==> src/rtl/lcd_ctrl.sv <==
// HD44780-style character LCD controller: power-up delay, init handshake, config bytes, char/clear.
// Optional macro LCD_CTRL_LINE_WRAP_EN inserts a DDRAM-address command when the cursor wraps.
module lcd_ctrl #(
   parameter logic [19:0] POWERUP_CYCLES = 20'd750000,
   parameter int unsigned COLS           = 16
) (
   input  logic       clk,
   input  logic       reset,
   input  logic       char_valid,
   input  logic [7:0] char_data,
   output logic       char_ready,
   input  logic       clear_req,
   input  logic       init_done,
   input  logic       send_data_done,
   output logic       do_init,
   output logic       do_send_data,
   output logic [7:0] data_to_send,
   output logic       lcdrs_in,
   output logic       busy,
   output logic [3:0] cursor_col,
   output logic       cursor_row
);

   typedef enum logic [3:0] {
      StPwrup, StInitPhy, StCfgSend, StCfgWait, StCfgRel, StReady, StTxSend, StTxWait, StTxRel
   } state_e;

   localparam logic [19:0] PwrupLast = POWERUP_CYCLES - 20'd1;
   localparam logic [3:0]  LastCol   = 4'(COLS - 1);
   localparam logic [7:0]  CmdClear  = 8'h01;

   state_e      state_q, state_d;
   logic [19:0] cnt_q, cnt_d;
   logic [1:0]  cfg_idx_q, cfg_idx_d;
   logic [7:0]  data_q, data_d;
   logic        rs_q, rs_d;
   logic [3:0]  col_q, col_d;
   logic        row_q, row_d;
   logic        clr_pend_q, clr_pend_d;
   logic        addr_pend_q, addr_pend_d;
   logic        clr_now;

   function automatic logic [7:0] cfg_byte(input logic [1:0] idx);
      case (idx)
         2'd0:    return 8'h28;
         2'd1:    return 8'h06;
         2'd2:    return 8'h0C;
         default: return 8'h01;
      endcase
   endfunction

   always_ff @(posedge clk or negedge reset) begin
      if (!reset) begin
         state_q     <= StPwrup;
         cnt_q       <= '0;
         cfg_idx_q   <= '0;
         data_q      <= '0;
         rs_q        <= 1'b0;
         col_q       <= '0;
         row_q       <= 1'b0;
         clr_pend_q  <= 1'b0;
         addr_pend_q <= 1'b0;
      end else begin
         state_q     <= state_d;
         cnt_q       <= cnt_d;
         cfg_idx_q   <= cfg_idx_d;
         data_q      <= data_d;
         rs_q        <= rs_d;
         col_q       <= col_d;
         row_q       <= row_d;
         clr_pend_q  <= clr_pend_d;
         addr_pend_q <= addr_pend_d;
      end
   end

   always_comb begin
      state_d     = state_q;
      cnt_d       = cnt_q;
      cfg_idx_d   = cfg_idx_q;
      data_d      = data_q;
      rs_d        = rs_q;
      col_d       = col_q;
      row_d       = row_q;
      addr_pend_d = addr_pend_q;
      // Clears arriving while busy are remembered; READY services them directly.
      clr_pend_d  = clr_pend_q | (clear_req & (state_q != StReady));
      clr_now     = clr_pend_q | clear_req;

      unique case (state_q)
         StPwrup: begin
            if (cnt_q == PwrupLast) state_d = StInitPhy;
            else                    cnt_d   = cnt_q + 20'd1;
         end
         StInitPhy: begin
            if (init_done) begin
               state_d   = StCfgSend;
               cfg_idx_d = 2'd0;
               data_d    = cfg_byte(2'd0);
               rs_d      = 1'b0;
            end
         end
         StCfgSend: state_d = StCfgWait;
         StCfgWait: if (send_data_done) state_d = StCfgRel;
         StCfgRel: begin
            if (!send_data_done) begin
               if (cfg_idx_q == 2'd3) begin
                  col_d = '0;
                  row_d = 1'b0;
                  if (clr_now) begin
                     state_d    = StTxSend;
                     data_d     = CmdClear;
                     rs_d       = 1'b0;
                     clr_pend_d = 1'b0;
                  end else begin
                     state_d = StReady;
                  end
               end else begin
                  cfg_idx_d = cfg_idx_q + 2'd1;
                  data_d    = cfg_byte(cfg_idx_q + 2'd1);
                  state_d   = StCfgSend;
               end
            end
         end
         StReady: begin
            if (clr_now) begin
               state_d    = StTxSend;
               data_d     = CmdClear;
               rs_d       = 1'b0;
               clr_pend_d = 1'b0;
            end else if (char_valid) begin
               state_d = StTxSend;
               data_d  = char_data;
               rs_d    = 1'b1;
            end
         end
         StTxSend: state_d = StTxWait;
         StTxWait: begin
            if (send_data_done) begin
               state_d = StTxRel;
               if (rs_q) begin
                  if (col_q == LastCol) begin
                     col_d = '0;
                     row_d = ~row_q;
`ifdef LCD_CTRL_LINE_WRAP_EN
                     addr_pend_d = 1'b1;
`endif
                  end else begin
                     col_d = col_q + 4'd1;
                  end
               end else if (data_q == CmdClear) begin
                  col_d = '0;
                  row_d = 1'b0;
               end
            end
         end
         StTxRel: begin
            if (!send_data_done) begin
               if (addr_pend_q) begin
                  // row_q already points at the row being entered.
                  addr_pend_d = 1'b0;
                  state_d     = StTxSend;
                  data_d      = row_q ? 8'hC0 : 8'h80;
                  rs_d        = 1'b0;
               end else if (clr_now) begin
                  state_d    = StTxSend;
                  data_d     = CmdClear;
                  rs_d       = 1'b0;
                  clr_pend_d = 1'b0;
               end else begin
                  state_d = StReady;
               end
            end
         end
         default: state_d = StPwrup;
      endcase
   end

   assign do_init      = (state_q == StInitPhy);
   assign do_send_data = (state_q == StCfgSend) | (state_q == StCfgWait) |
                         (state_q == StTxSend)  | (state_q == StTxWait);
   assign data_to_send = data_q;
   assign lcdrs_in     = rs_q;
   assign busy         = (state_q != StReady);
   assign char_ready   = (state_q == StReady) & ~clear_req & ~clr_pend_q;
   assign cursor_col   = col_q;
   assign cursor_row   = row_q;

endmodule

==> config.mk <==
export PLATFORM = sky130hd
export DESIGN_NAME = lcd_ctrl
export DESIGN_NICKNAME = d
export VERILOG_FILES = /design/src/rtl/lcd_ctrl.sv
export SDC_FILE = /design/constraint.sdc
export NUM_CORES = 1
export LEC_CHECK = 0
export ABC_AREA = 1
export BUFFER_PORTS_ARGS = -buffer_cell sky130_fd_sc_hd__clkbuf_2
export CORE_MARGIN = 5
export CORE_UTILIZATION = 41
export CTS_BUF_LIST = sky130_fd_sc_hd__clkbuf_16
export DETAILED_ROUTE_END_ITERATION = 16
export PLACE_DENSITY_LB_ADDON = 0.2
export SYNTH_ARGS = -nofsm -noshare
export SYNTH_HDL_FRONTEND = slang
export SYNTH_SLANG_ARGS = --single-unit
==> constraint.sdc <==
create_clock -name clk -period 1.4 [get_ports clk]
set_input_delay 0.28 -clock clk [delete_from_list [all_inputs] [get_ports clk]]
set_output_delay 0.28 -clock clk [all_outputs]
set_load 0.03 [all_outputs]
==> results.txt <==
The slew at the pin closest to its max-slew limit is between 0.3 and 0.4 ns. The TritonCTS clock tree is built. The share of final-layout standard cells stronger than drive strength 1 came out at 0.408. The first TritonRoute pass finished after 5 iterations.

The run finished, with violations left. The worst hold-check path type is input port to flip-flop. The worst setup path is captured at an output port. The count of mapped cells out of synthesis came out at between 400 and 500.

The maximum fanout along the worst path came out at 5. The async set-or-reset flop fraction in the synthesized netlist is 1.00. The number of enable-type register cells in the synthesized netlist came out at 0.

The wire length of the first global-routing pass is between 10 and 15 mm. The synthesized design contains approximately 40 register bits. The area growth from synthesis to layout is 58.8%. The final antenna diode count is 0. The die extent in x is between 90 and 100 microns. The checks that failed: negative setup slack. The post-route clock skew came out at around 0.0045 ns. The row count came out at 30. Summed over all layers, the global routing overflow is 0. The vias after detailed routing is ~3,300. Counting along the longest clock path gives a buffer depth of 2. Summing every instance area after synthesis gives between 0.002 and 0.003 sq mm. Once detail routing completed, the nets flagged for antenna violations numbered 0. STA classifies the critical path startpoint as a flip-flop.

The floorplan step set the die height to between 90 and 100 microns. Clock tree synthesis found a total of 41 sinks. The part of the Yosys area used for sequential elements is 0.360. The congestion estimate from routability-driven global placement came to roughly 0.93. The number of max-cap violations came out at 0. The number of hold violations in the final report came out at 0.

In the finished design, the share of the clock period the worst path needs comes to 1.16. After legalization and detailed placement, the total HPWL measured around 5.7 mm. The I/O pin count came out at 32.

The storage element area is roughly 0.0010 sq mm. Summed over all layers, the routed wires come to roughly 10 mm. The sum of negative setup slack came out at -7.15 ns. Dividing total power by cell area gives a power density of ~520 mW/mm^2. The switching power share of the total is 0.217. The later-pin clock latency in the skew report came out at slightly below 0.3 ns. Setup repair after global routing could not meet its margin everywhere. The mean instance size in the synthesized netlist came out at roughly 6.5 sq um.

The worst-case IR drop observed on VDD is ~0.40 mV. The leakage component of the power came out at 0.00225 uW. Timing would allow up to between 600 and 700 MHz. The full die area came out at around 0.0087 sq mm.

The data arrival time of the critical path is between 1 and 1.5 ns. In this run, placement finished with an instance count of roughly 620. The post-layout net count is ~580. During placement, the flow inserted port buffers numbering 31. Cell internal power was estimated by the tool at around 1800 uW. The area share of the largest cell type after synthesis is 0.360. The share of total power dissipated in sequential elements is 0.503. The portion of total power attributed to combinational logic came out at 0.024.

For this run, the number of standard cells in the final layout without fillers is 653. In this run, CTS created clock tree buffers numbering 5. The number of global-route vias before repair came to ~3,100. The routed wire length per instance came out at around 15 microns. The count of unresolved DRC violations after routing came out at 0. The clock network fraction of design power is 0.474. Using the TritonRoute via totals, the vias-per-cell ratio works out to a little over 5. The share of the core filled with cells is 0.666. The count of routing violations after the opening detailed-route iteration came out at around 270. The final count of pins violating max slew came out at 0.

The core box area came out at ~0.0068 sq mm. The root buffer cell is sky130_fd_sc_hd__clkbuf_16. The most instantiated flip-flop cell in the synthesis netlist is sky130_fd_sc_hd__dfrtp_1. The power spent charging and discharging nets is 513 uW.

The distinct cell type count after synthesis is 30. The filler cell count in the final layout came out at 544. The starting density of the core is 0.419. The count of warnings emitted by yosys is 0. Measured against its own limit, the worst slew margin works out to 0.773. Once routing completed, OpenROAD measured the worst setup slack at -0.226 ns.

Yosys attributes the largest share of cell area to sky130_fd_sc_hd__dfrtp_1 (36%), sky130_fd_sc_hd__nand2_1 (25%), sky130_fd_sc_hd__nand3_1 (7.4%), sky130_fd_sc_hd__nor2_1 (7.1%), sky130_fd_sc_hd__inv_1 (5.5%). STA puts the critical path data required time at 1.12 ns. The clock tree synthesis step divided the H-tree into 2 levels. The shortest period the worst path allows came out at between 1.5 and 2 ns. Summed over all instances, the cell type with the most area after synthesis is sky130_fd_sc_hd__dfrtp_1.

Entering global routing, the biggest net connects between 40 and 50 pins. Summing all multi-input logic gate instances after layout gives just over 0.002 sq mm. The net count of the mapped netlist is ~460.

The number of antenna violations at the first check in global routing came to 0. Clock-pin slew was measured on the worst setup and hold paths at 0.06 ns. The setup violation total in the final timing report is 45.

The worst setup path is of the flip-flop to output port kind. The area of all placed cells without fillers came out at 0.00452 sq mm. In this run the cell area measured after placement is around 0.0036 sq mm. For this run, the total global-route usage over all layers was measured as 0.209.
-- final cells by class --
type	count	area share
Multi-Input combinational cell	348	0.457
Sequential cell	41	0.228
Timing Repair Buffer	115	0.213
Inverter	45	0.0434
Clock buffer	5	0.0277
Tap cell	96	0.0265
Timing Repair inverter	1	0.00360
Clock inverter	2	0.00166
-- placed cells by master, fill, tap and decap left out, drive strengths merged --
cell type    synthesis  routed
nand2              191     192
buf                  4      85
nor2                61      61
inv                 45      45
nand3               42      42
dfrtp               41      41
clkbuf               1      34
o21ai               11      11
nand4                8       8
xnor2                8       8
xor2                 6       6
ha                   5       5
o211ai               4       4
clkinv               0       3
nor3                 2       2
a21oi                2       2
a41oi                1       1
nor3b                1       1
a21boi               1       1
o21bai               1       1
nor4                 1       1
nand3b               1       1
or2                  1       1
dlygate4sd3          0       1
-- cells in the mapped netlist, drive strengths merged (2+ instances only) --
cell type / instances
ha: 5
nor3: 2
xor2: 6
buf: 4
inv: 45
nand2: 191
nand4: 8
xnor2: 8
nor2: 61
a21oi: 2
nand3: 42
o21ai: 11
o211ai: 4
dfrtp: 41
-- routing by layer --
layer,vias up,track usage,routed length [microns]
met1,1572,0.273,4070
met5,-,0,0
li1,1613,-,-
met2,126,0.348,4890
met4,0,0.0623,235
met3,33,0.0426,579
-- registers in the layout, indices dropped and copies added, names as in the netlist --
name          count
clr_pend_q        1
cursor_row        1
cnt_q            20
data_to_send      8
state_q           4
lcdrs_in          1
cursor_col        4
cfg_idx_q         2
-- what timing repair did --
action / 4_1_cts / 5_1_grt
cloned: 3 / 1
buffers inserted: 17 / 7
setup endpoints to repair: 44 / 45
pin swaps: 16 / 23
hold endpoints to repair: 41 / 0
hold buffers: 1 / 0
resized for setup: 72 / 91
-- critical path: stages (launching register included) --
cell	delay, ns
sky130_fd_sc_hd__dfrtp_2	0.49
sky130_fd_sc_hd__nor2_4	0.21
sky130_fd_sc_hd__nand2_4	0.09
sky130_fd_sc_hd__nor2_4	0.13
sky130_fd_sc_hd__buf_8	0.14
-- worst paths after layout --
path | start | to | slack [ns] | cells after the start
setup reg to reg | state_q[0]$_DFFE_PN0P_ | cnt_q[12]$_DFFE_PN0P_ | -0.20 | 10
hold reg to reg | data_to_send[1]$_DFFE_PN0P_ | data_to_send[1]$_DFFE_PN0P_ | 0.52 | 2
hold / removal | char_data[4] | data_to_send[4]$_DFFE_PN0P_ | 0.30 | 5
max in group asynchronous | reset | state_q[1]$_DFFE_PN0P_ | 0.65 | 3
min in group asynchronous | reset | cnt_q[9]$_DFFE_PN0P_ | 0.51 | 3
setup / recovery | state_q[1]$_DFFE_PN0P_ | char_ready | -0.23 | 4
-- power groups by stage --
stage	sequential (uW)	combinational, uW	clock (uW)
CTS	1180	57.5	1130
detailed placement	1210	54.1	0
floorplan	1210	1.93	0
global placement	1210	53.2	0
global route	1180	64.6	1180
finish	1180	55.6	1120
-- through the flow --
stage / hold WS [ns] / power, uW / worst slack, ns
3_3_place_gp: 0.281 / 1260 / -0.0683
2_1_floorplan: -0.0156 / 1210 / -0.00301
4_1_cts: 0.293 / 2380 / -0.155
5_1_grt: 0.330 / 2420 / -0.293
6_report: 0.298 / 2360 / -0.226
3_5_place_dp: 0.284 / 1260 / -0.107
-- logic make-up (layout without fill, tap and decap cells) --
family                   count (synthesis)  after routing  synth area share
AND/OR/NAND/NOR                        308            309             0.451
buffers and inverters                   50            168            0.0786
AO/OA/AOI/OAI                           20             20            0.0457
adder cells (fa/ha/maj)                  5              5            0.0220
XOR/XNOR                                14             14            0.0430
flip-flops                              41             41             0.360
No activity file was read; power rests on OpenSTA's default activity.
